File: src/rtl/stream_mux_pkg.sv
// Shared definitions for the round-robin stream multiplexer.
//   MODE_FIXED / MODE_RR : values of the mode input
//   N_IN_MIN / N_IN_MAX  : supported range of input channel counts
//   wrap_next()          : index increment that wraps at the channel count
package stream_mux_pkg;

    localparam logic MODE_FIXED = 1'b0;
    localparam logic MODE_RR    = 1'b1;

    localparam int N_IN_MIN = 2;
    localparam int N_IN_MAX = 16;

    // Next channel index after idx, wrapping back to 0 at n.
    function automatic int wrap_next(input int idx, input int n);
        return (idx + 1 >= n) ? 0 : idx + 1;
    endfunction

endpackage

File: src/rtl/rr_pick.sv
// Combinational round-robin picker.
// Ports:
//   req_i         : per-channel request vector
//   ptr_i         : channel with highest priority for this search
//   grant_o       : first requesting channel at or after ptr_i (wrapping)
//   grant_valid_o : high when any channel is requesting
module rr_pick
    import stream_mux_pkg::*;
#(
    parameter  int N  = 4,
    localparam int SW = $clog2(N)
) (
    input  logic [N-1:0]  req_i,
    input  logic [SW-1:0] ptr_i,
    output logic [SW-1:0] grant_o,
    output logic          grant_valid_o
);

    // Walk the channels starting at ptr_i and keep the first requester.
    always_comb begin
        int idx;
        grant_o       = '0;
        grant_valid_o = 1'b0;
        idx           = int'(ptr_i);
        for (int k = 0; k < N; k++) begin
            if (!grant_valid_o && (idx < N) && req_i[idx]) begin
                grant_o       = SW'(idx);
                grant_valid_o = 1'b1;
            end else begin
                grant_valid_o = grant_valid_o;
            end
            idx = wrap_next(idx, N);
        end
    end

endmodule

File: src/rtl/stream_mux_rr.sv
// N-to-1 stream multiplexer with fixed-select or round-robin arbitration,
// packet locking and a single registered output stage.
// Ports:
//   clk, rst    : clock, asynchronous active-high reset
//   mode        : 0 = channel chosen by sel, 1 = round-robin
//   sel         : channel index used in fixed mode
//   in_valid    : per-channel beat valid
//   in_data     : packed channel data, channel i at [i*WIDTH +: WIDTH]
//   in_last     : per-channel end-of-packet flag
//   in_ready    : per-channel accept (one-hot or zero)
//   out_valid   : registered beat valid
//   out_data    : registered beat data
//   out_last    : registered end-of-packet flag
//   out_src     : channel that supplied the current output beat
//   out_ready   : downstream accept
module stream_mux_rr
    import stream_mux_pkg::*;
#(
    parameter  int N_IN  = 4,
    parameter  int WIDTH = 8,
    localparam int SW    = $clog2(N_IN)
) (
    input  logic                  clk,
    input  logic                  rst,
    input  logic                  mode,
    input  logic [SW-1:0]         sel,
    input  logic [N_IN-1:0]       in_valid,
    input  logic [N_IN*WIDTH-1:0] in_data,
    input  logic [N_IN-1:0]       in_last,
    output logic [N_IN-1:0]       in_ready,
    output logic                  out_valid,
    output logic [WIDTH-1:0]      out_data,
    output logic                  out_last,
    output logic [SW-1:0]         out_src,
    input  logic                  out_ready
);

    logic             out_valid_q, out_valid_d;
    logic [WIDTH-1:0] out_data_q,  out_data_d;
    logic             out_last_q,  out_last_d;
    logic [SW-1:0]    out_src_q,   out_src_d;
    logic [SW-1:0]    ptr_q,       ptr_d;
    logic             lock_q,      lock_d;
    logic [SW-1:0]    lock_src_q,  lock_src_d;

    logic             load_en;
    logic [SW-1:0]    grant;
    logic             grant_valid;
    logic [SW-1:0]    rr_grant;
    logic             rr_valid;
    logic             xfer;

    // The output stage can take a new beat when empty or draining this cycle.
    assign load_en = !out_valid_q || out_ready;
    assign xfer    = grant_valid && load_en;

    rr_pick #(
        .N (N_IN)
    ) u_rr_pick (
        .req_i         (in_valid),
        .ptr_i         (ptr_q),
        .grant_o       (rr_grant),
        .grant_valid_o (rr_valid)
    );

    // Grant selection: an open packet owns the mux until its last beat.
    always_comb begin
        grant       = '0;
        grant_valid = 1'b0;
        if (lock_q) begin
            grant       = lock_src_q;
            grant_valid = in_valid[lock_src_q];
        end else if (mode == MODE_FIXED) begin
            // sel beyond the channel count selects nothing
            if (int'(sel) < N_IN) begin
                grant       = sel;
                grant_valid = in_valid[sel];
            end else begin
                grant       = '0;
                grant_valid = 1'b0;
            end
        end else begin
            grant       = rr_grant;
            grant_valid = rr_valid;
        end
    end

    // One-hot accept toward the granted channel; forced low during reset.
    always_comb begin
        in_ready = '0;
        if (xfer && !rst) begin
            in_ready[grant] = 1'b1;
        end else begin
            in_ready = '0;
        end
    end

    // Next state of output stage, packet lock and round-robin pointer.
    always_comb begin
        out_valid_d = out_valid_q;
        out_data_d  = out_data_q;
        out_last_d  = out_last_q;
        out_src_d   = out_src_q;
        ptr_d       = ptr_q;
        lock_d      = lock_q;
        lock_src_d  = lock_src_q;
        if (load_en) begin
            out_valid_d = grant_valid;
            if (grant_valid) begin
                out_data_d = in_data[int'(grant)*WIDTH +: WIDTH];
                out_last_d = in_last[grant];
                out_src_d  = grant;
                if (in_last[grant]) begin
                    lock_d = 1'b0;
                    // Pointer moves past the finished packet's channel only in round-robin.
                    if (mode == MODE_RR) begin
                        ptr_d = SW'(wrap_next(int'(grant), N_IN));
                    end else begin
                        ptr_d = ptr_q;
                    end
                end else begin
                    lock_d     = 1'b1;
                    lock_src_d = grant;
                end
            end else begin
                out_data_d = out_data_q;
            end
        end else begin
            out_valid_d = out_valid_q;
        end
    end

    // State registers with asynchronous reset.
    always_ff @(posedge clk or posedge rst) begin
        if (rst) begin
            out_valid_q <= 1'b0;
            out_data_q  <= '0;
            out_last_q  <= 1'b0;
            out_src_q   <= '0;
            ptr_q       <= '0;
            lock_q      <= 1'b0;
            lock_src_q  <= '0;
        end else begin
            out_valid_q <= out_valid_d;
            out_data_q  <= out_data_d;
            out_last_q  <= out_last_d;
            out_src_q   <= out_src_d;
            ptr_q       <= ptr_d;
            lock_q      <= lock_d;
            lock_src_q  <= lock_src_d;
        end
    end

    assign out_valid = out_valid_q;
    assign out_data  = out_data_q;
    assign out_last  = out_last_q;
    assign out_src   = out_src_q;

endmodule

File: config.mk
export PLATFORM = sky130hd
export DESIGN_NAME = stream_mux_rr
export DESIGN_NICKNAME = d
export VERILOG_FILES = /design/src/rtl/stream_mux_pkg.sv /design/src/rtl/rr_pick.sv /design/src/rtl/stream_mux_rr.sv
export SDC_FILE = /design/constraint.sdc
export NUM_CORES = 1
export LEC_CHECK = 0
export CORE_MARGIN = 5
export CORE_UTILIZATION = 46
export CTS_BUF_LIST = sky130_fd_sc_hd__clkbuf_16
export CTS_CLUSTER_DIAMETER = 200
export DETAILED_ROUTE_END_ITERATION = 8
export PLACE_DENSITY = 0.81
export SETUP_SLACK_MARGIN = 0.1
export SYNTH_ARGS = -nofsm -noshare
export SYNTH_HDL_FRONTEND = slang
export SYNTH_SLANG_ARGS = --single-unit
File: constraint.sdc
create_clock -name clk -period 4.8 [get_ports clk]
set_input_delay 0.48 -clock clk [delete_from_list [all_inputs] [get_ports clk]]
set_output_delay 0.48 -clock clk [all_outputs]
set_load 0.01 [all_outputs]
==> results of run 1 <==
-- cells in the mapped netlist, types with 2 or more instances --
| library cell | number |
|---|---|
| o21ai_1 | 5 |
| o21ai_0 | 8 |
| a21oi_1 | 6 |
| nor2b_1 | 2 |
| mux2_1 | 3 |
| inv_1 | 8 |
| and4b_1 | 2 |
| nor3_1 | 4 |
| ha_1 | 8 |
| o21bai_1 | 2 |
| or3_1 | 3 |
| nand4b_1 | 2 |
| dfrtp_1 | 17 |
| buf_2 | 3 |
| nand3_1 | 5 |
| nand2b_1 | 3 |
| nor2_1 | 7 |
| a311oi_1 | 3 |
| mux2i_1 | 20 |
| and3_1 | 6 |
| nor4_1 | 3 |
| o221ai_1 | 10 |
| clkbuf_1 | 6 |
| mux4_2 | 5 |
| o21a_1 | 2 |
| nand2_1 | 32 |
-- path summary, 6_finish.rpt --
path | start | end | slack (ns) | cells past startpoint
max in group asynchronous | rst | out_src[1] | 3.67 | 2
worst min-delay path | out_data[2] | out_data[2] | 0.49 | 2
worst max register to register | ptr_q[1] | ptr_q[1] | 1.36 | 9
worst min register to register | out_data[2] | out_data[2] | 0.49 | 2
worst max-delay path | ptr_q[1] | in_ready[1] | 0.52 | 10
min in group asynchronous | rst | out_data[3] | 0.66 | 2
-- per-layer routing --
metal  GRT usage [%]  share of wire, %  vias to the layer above
li1                -                 -                      880
met1           26.31                43                      852
met2           31.53                46                       85
met3           5.125               9.9                        7
met4           3.758              0.91                        0
met5               0                 0                        -
-- registers in the layout (all words and copies together), names as in the netlist --
| signal | count |
|---|---|
| out_data | 8 |
| lock_q | 1 |
| ptr_q | 2 |
| lock_src_q | 2 |
| out_src | 2 |
| out_last | 1 |
| out_valid | 1 |
-- report_power, final --
part	leakage (nW)	internal, mW	total (mW)	switching [mW]
Combinational	0.865	0.495	1.08	0.590
Sequential	0.207	0.215	0.274	0.0594
Clock	0.0409	0.112	0.170	0.0588
Total	1.11	0.822	1.53	0.708
-- kinds of logic after synthesis --
logic type | after synthesis | share of synthesized area (%)
flip-flops | 17 | 24.13
AO/OA/AOI/OAI | 47 | 19.80
buffers and inverters | 20 | 5.110
adder cells (fa/ha/maj) | 8 | 5.678
multiplexers | 28 | 19.66
AND/OR/NAND/NOR | 80 | 25.62
-- critical path, cell delays in order (launching register included) --
cell and delay, ns:
dfrtp_1 0.50, ha_1 0.60, mux4_2 0.43, nor2_4 0.17, nand4b_4 0.18, or3_4 0.44
and2_1 0.20, nand2_1 0.16, ha_1 0.18, and3_1 0.15, clkdlybuf4s50_1 0.54
-- through the flow --
| step | hold WS (ns) | power [mW] |
|---|---|---|
| after global placement | 0.4624 | 1.335 |
| final | 0.4853 | 1.529 |
| after CTS | 0.4883 | 1.527 |
| after floorplan | 0.4272 | 1.021 |
| after global routing | 0.5053 | 1.652 |
| after detailed placement | 0.4719 | 1.344 |
-- cell type report --
| type | instances | area, µm² |
|---|---|---|
| Multi-Input combinational cell | 163 | 1251 |
| Fill cell | 307 | 1197 |
| Timing Repair Buffer | 65 | 640.6 |
| Sequential cell | 17 | 425.4 |
| Clock buffer | 3 | 75.07 |
| Tap cell | 48 | 60.06 |
| Inverter | 9 | 33.78 |
| Clock inverter | 1 | 5.005 |
==> results.yml, run 1 <==
placed_design:
  place_inst: 302
  dp_hpwl_mm: 3.883
  place_congestion: 0.9417
  place_area_mm2: 0.002411
  port_buffers: 61
  place_ws_ns: 0.7241
clock_network:
  cts_setup_buffers: 0
  root_buffer: "clkbuf_16"
  cts.htree.levels: 1
  cts_tree: "done"
  clk_pin_slew_ns: 0.05
  cts_buffers: 3
  postCtsHoldBufs: 0
  clk-insertion-delay-late_ns: 0.25
  cts_buffer_depth: 2
  cts_resized: 0
  cts.sinks: 17
yosys:
  seq_area_frac_synth_pct: 24.13
  yosys_warnings: 0
  synthesis.nets: 254
  syn_inst: 200
  synth-seq-cells: 17
  synth_edf_count: 0
  yosysTopAreaCellShare_pct: 24.13
  syn_area_mm2: 0.001763
  synth_ff_type: "dfrtp_1"
  synthArstFlopShare_pct: 100.0
  avgSynthCellArea_um2: 8.815
  yosysTopAreaCell: "dfrtp_1"
  synth_cell_types: 51
  yosys-top-cells-area: "dfrtp_1 (24%), mux2i_1 (11%), nand2_1 (6.8%), mux4_2 (6.4%), ha_1 (5.7%)"
finish:
  final_cell_mix: "clkdlybuf4s50_1 (61), nand2_1 (32), mux2i_1 (20)"
  final_nets: 313
  final_core_util_pct: 67.54
  instances_no_fill: 306
  drive_gt1_share_pct: 8.140
  final_common_cell: "clkdlybuf4s50_1"
  stdcell_area_mm2: 0.002491
  antenna_cells: 0
  area_growth_syn_to_layout_pct: 41.31
sta:
  slew_viol_final: 0
  finalHoldViolCount: 0
  period_needed_ns: 4.283
  fmax_mhz: 233.5
  rsz0062_at_grt: "false"
  max-slew-margin-rel_pct: 49.97
  worst_pin_slew_ns: 0.7496
  period_share_pct: 89.23
  setup_tns_ns: 0
  setup_viol: 0
  worst_slack_ns: 0.5171
  skew_ns: 0.001743
global_route:
  grt_pass1_vias: 1748
  grt_use_total_pct: 19.46
  grt_max_degree: 22
  antenna_found_initial: 0
  grt_overflow_total: 0
  grt_pass1_wl_mm: 8.259
critical_path:
  worst_setup_path_end_kind: "primary output"
  worst_ep_arrival_time_ns: 3.80
  critical_path.max_fanout: 12
  critPathKind: "reg -> out"
  start_kind: "flip-flop"
  cp_data_required_time_ns: 4.32
die:
  dieArea_mm2: 0.005170
  die_x_um: 71.91
  initial_core_util_pct: 47.80
  dieHeight_um: 71.91
  fp-row-count: 22
  core_area_mm2: 0.003689
  ios: 62
drt:
  first_pass_iters: 4
  vias: 1824
  routed_wl_mm: 5.078
  drtIter0Drc: 160
  drt_drc_violations_left: 0
  wl_per_cell_um: 16.59
  viasPerCell: 5.961
  ant_nets: 0
power:
  power_leakage_nw: 1.113
  peakVddDrop_mv: 0.4904
  power_density_mw_per_mm2: 613.9
job:
  max_cap_viol_count: 0
status:
  status: "completed"
min_path:
  hold_path_class: "reg -> reg"
Note: power is estimated with default switching activity, not from simulation.
==> run 2, diff against run 1 <==
- MAX_ROUTING_LAYER: not set -> met4
==> run 2 against run 1 <==
Compared with the run above: register-to-register slack got worse by 0.05 ns; worst hold slack barely moved; setup slack got worse by 0.0076 ns; via count up 0.33%; cell count unchanged; fmax shrank 0.18%; critical path depth unchanged; die area stayed put; clock-buffer cell count unchanged; utilization stayed put.
==> results.yml, run 2 (synthesis gave the netlist of run 1 again) <==
power:
  peakVddDrop_mv: 0.4937
  power_density_mw_per_mm2: 614.4
  power_leakage_nw: 1.113
clock_network:
  cts_buffer_depth: 2
  cts.htree.levels: 1
  cts_buffers: 3
  clk_pin_slew_ns: 0.05
  clk-insertion-delay-late_ns: 0.25
  cts.sinks: 17
  cts_resized: 0
  postCtsHoldBufs: 0
  cts_tree: "done"
  cts_setup_buffers: 0
  root_buffer: "clkbuf_16"
drt:
  first_pass_iters: 4
  drt_drc_violations_left: 0
  wl_per_cell_um: 16.56
  viasPerCell: 5.980
  drtIter0Drc: 163
  vias: 1830
  routed_wl_mm: 5.068
  ant_nets: 0
finish:
  largest_reg_flops: 8
  fillers: 307
  final_common_cell: "clkdlybuf4s50_1"
  final_cell_mix: "clkdlybuf4s50_1 (61), nand2_1 (32), mux2i_1 (20)"
  final_nets: 313
  antenna_cells: 0
  regArea_um2: 425.4
  area_growth_syn_to_layout_pct: 41.31
  multi_input_area_mm2: 0.001251
  drive_gt1_share_pct: 8.140
  stdcell_area_mm2: 0.002491
sta:
  worst_pin_slew_ns: 0.7438
  period_share_pct: 89.39
  slew_viol_final: 0
  finalHoldViolCount: 0
  setup_viol: 0
  max-slew-margin-rel_pct: 50.36
  fmax_mhz: 233.1
  period_needed_ns: 4.291
  rsz0062_at_grt: "false"
  setup_tns_ns: 0
  skew_ns: 0.002069
global_route:
  grt_max_degree: 22
  grt_pass1_vias: 1738
  antenna_found_initial: 0
  grt_use_total_pct: 20.07
  grt_overflow_total: 0
  grt_pass1_wl_mm: 8.266
critical_path:
  worst_ep_arrival_time_ns: 3.81
  cp_data_required_time_ns: 4.32
  critPathKind: "reg -> out"
  critical_path.max_fanout: 12
  worst_setup_path_end_kind: "primary output"
  start_kind: "flip-flop"
die:
  dieHeight_um: 71.91
  core_area_mm2: 0.003689
  fp-row-count: 22
  die_x_um: 71.91
  dieArea_mm2: 0.005170
  initial_core_util_pct: 47.80
  ios: 62
placed_design:
  place_congestion: 0.9587
  place_area_mm2: 0.002411
  port_buffers: 61
  dp_hpwl_mm: 3.883
job:
  max_cap_viol_count: 0
status:
  status: "completed"
min_path:
  hold_path_class: "reg -> reg"
[run 2: critical path, cell delays in order (launching register included)]
cell             delay (ns)
dfrtp_1                0.51
ha_1                   0.60
mux4_2                 0.43
nor2_4                 0.17
nand4b_4               0.18
or3_4                  0.44
and2_1                 0.20
nand2_1                0.15
ha_1                   0.18
and3_1                 0.15
clkdlybuf4s50_1        0.53
[run 2: report_power, final]
group          internal [mW]  switching (mW)  total, mW
logic                  0.495           0.590       1.08
clock network          0.112          0.0596      0.171
registers              0.215          0.0597      0.275
[run 2: final timing paths]
kind	endpoint	from	cells past startpoint	slack, ns
worst max-delay path	in_ready[1]	ptr_q[1]	10	0.51
worst min-delay path	out_last	out_last	1	0.49
worst max register to register	ptr_q[1]	ptr_q[1]	9	1.31
worst min register to register	out_last	out_last	1	0.49
max in group asynchronous	out_data[0]	rst	2	3.67
min in group asynchronous	out_data[3]	rst	2	0.66
[run 2: routing by layer]
metal,up-vias,wire length [µm],track usage (%)
met1,854,2196,26.66
met3,7,479,4.432
met2,89,2344,31.73
met4,0,46,3.758
li1,880,-,-
met5,-,0,-
[run 2: final cells by class]
cell class                      count  area share [%]
Inverter                            9           1.356
Sequential cell                    17           17.08
Timing Repair Buffer               65           25.72
Clock inverter                      1          0.2009
Tap cell                           48           2.411
Multi-Input combinational cell    163           50.23
Clock buffer                        3           3.014
[run 2: through the flow]
step | total power, mW | util (%) | worst slack [ns] | cells | hold slack, ns
final | 1.531 | 67.54 | 0.5095 | 306 | 0.4857
after CTS | 1.527 | 67.54 | 0.5248 | 306 | 0.4883
after global placement | 1.335 | 65.37 | 0.7905 | 302 | 0.4624
after detailed placement | 1.344 | 65.37 | 0.7241 | 302 | 0.4719
after global routing | 1.652 | 67.54 | 0.3375 | 306 | 0.5053
after floorplan | 1.021 | - | 0.9566 | 200 | 0.4272
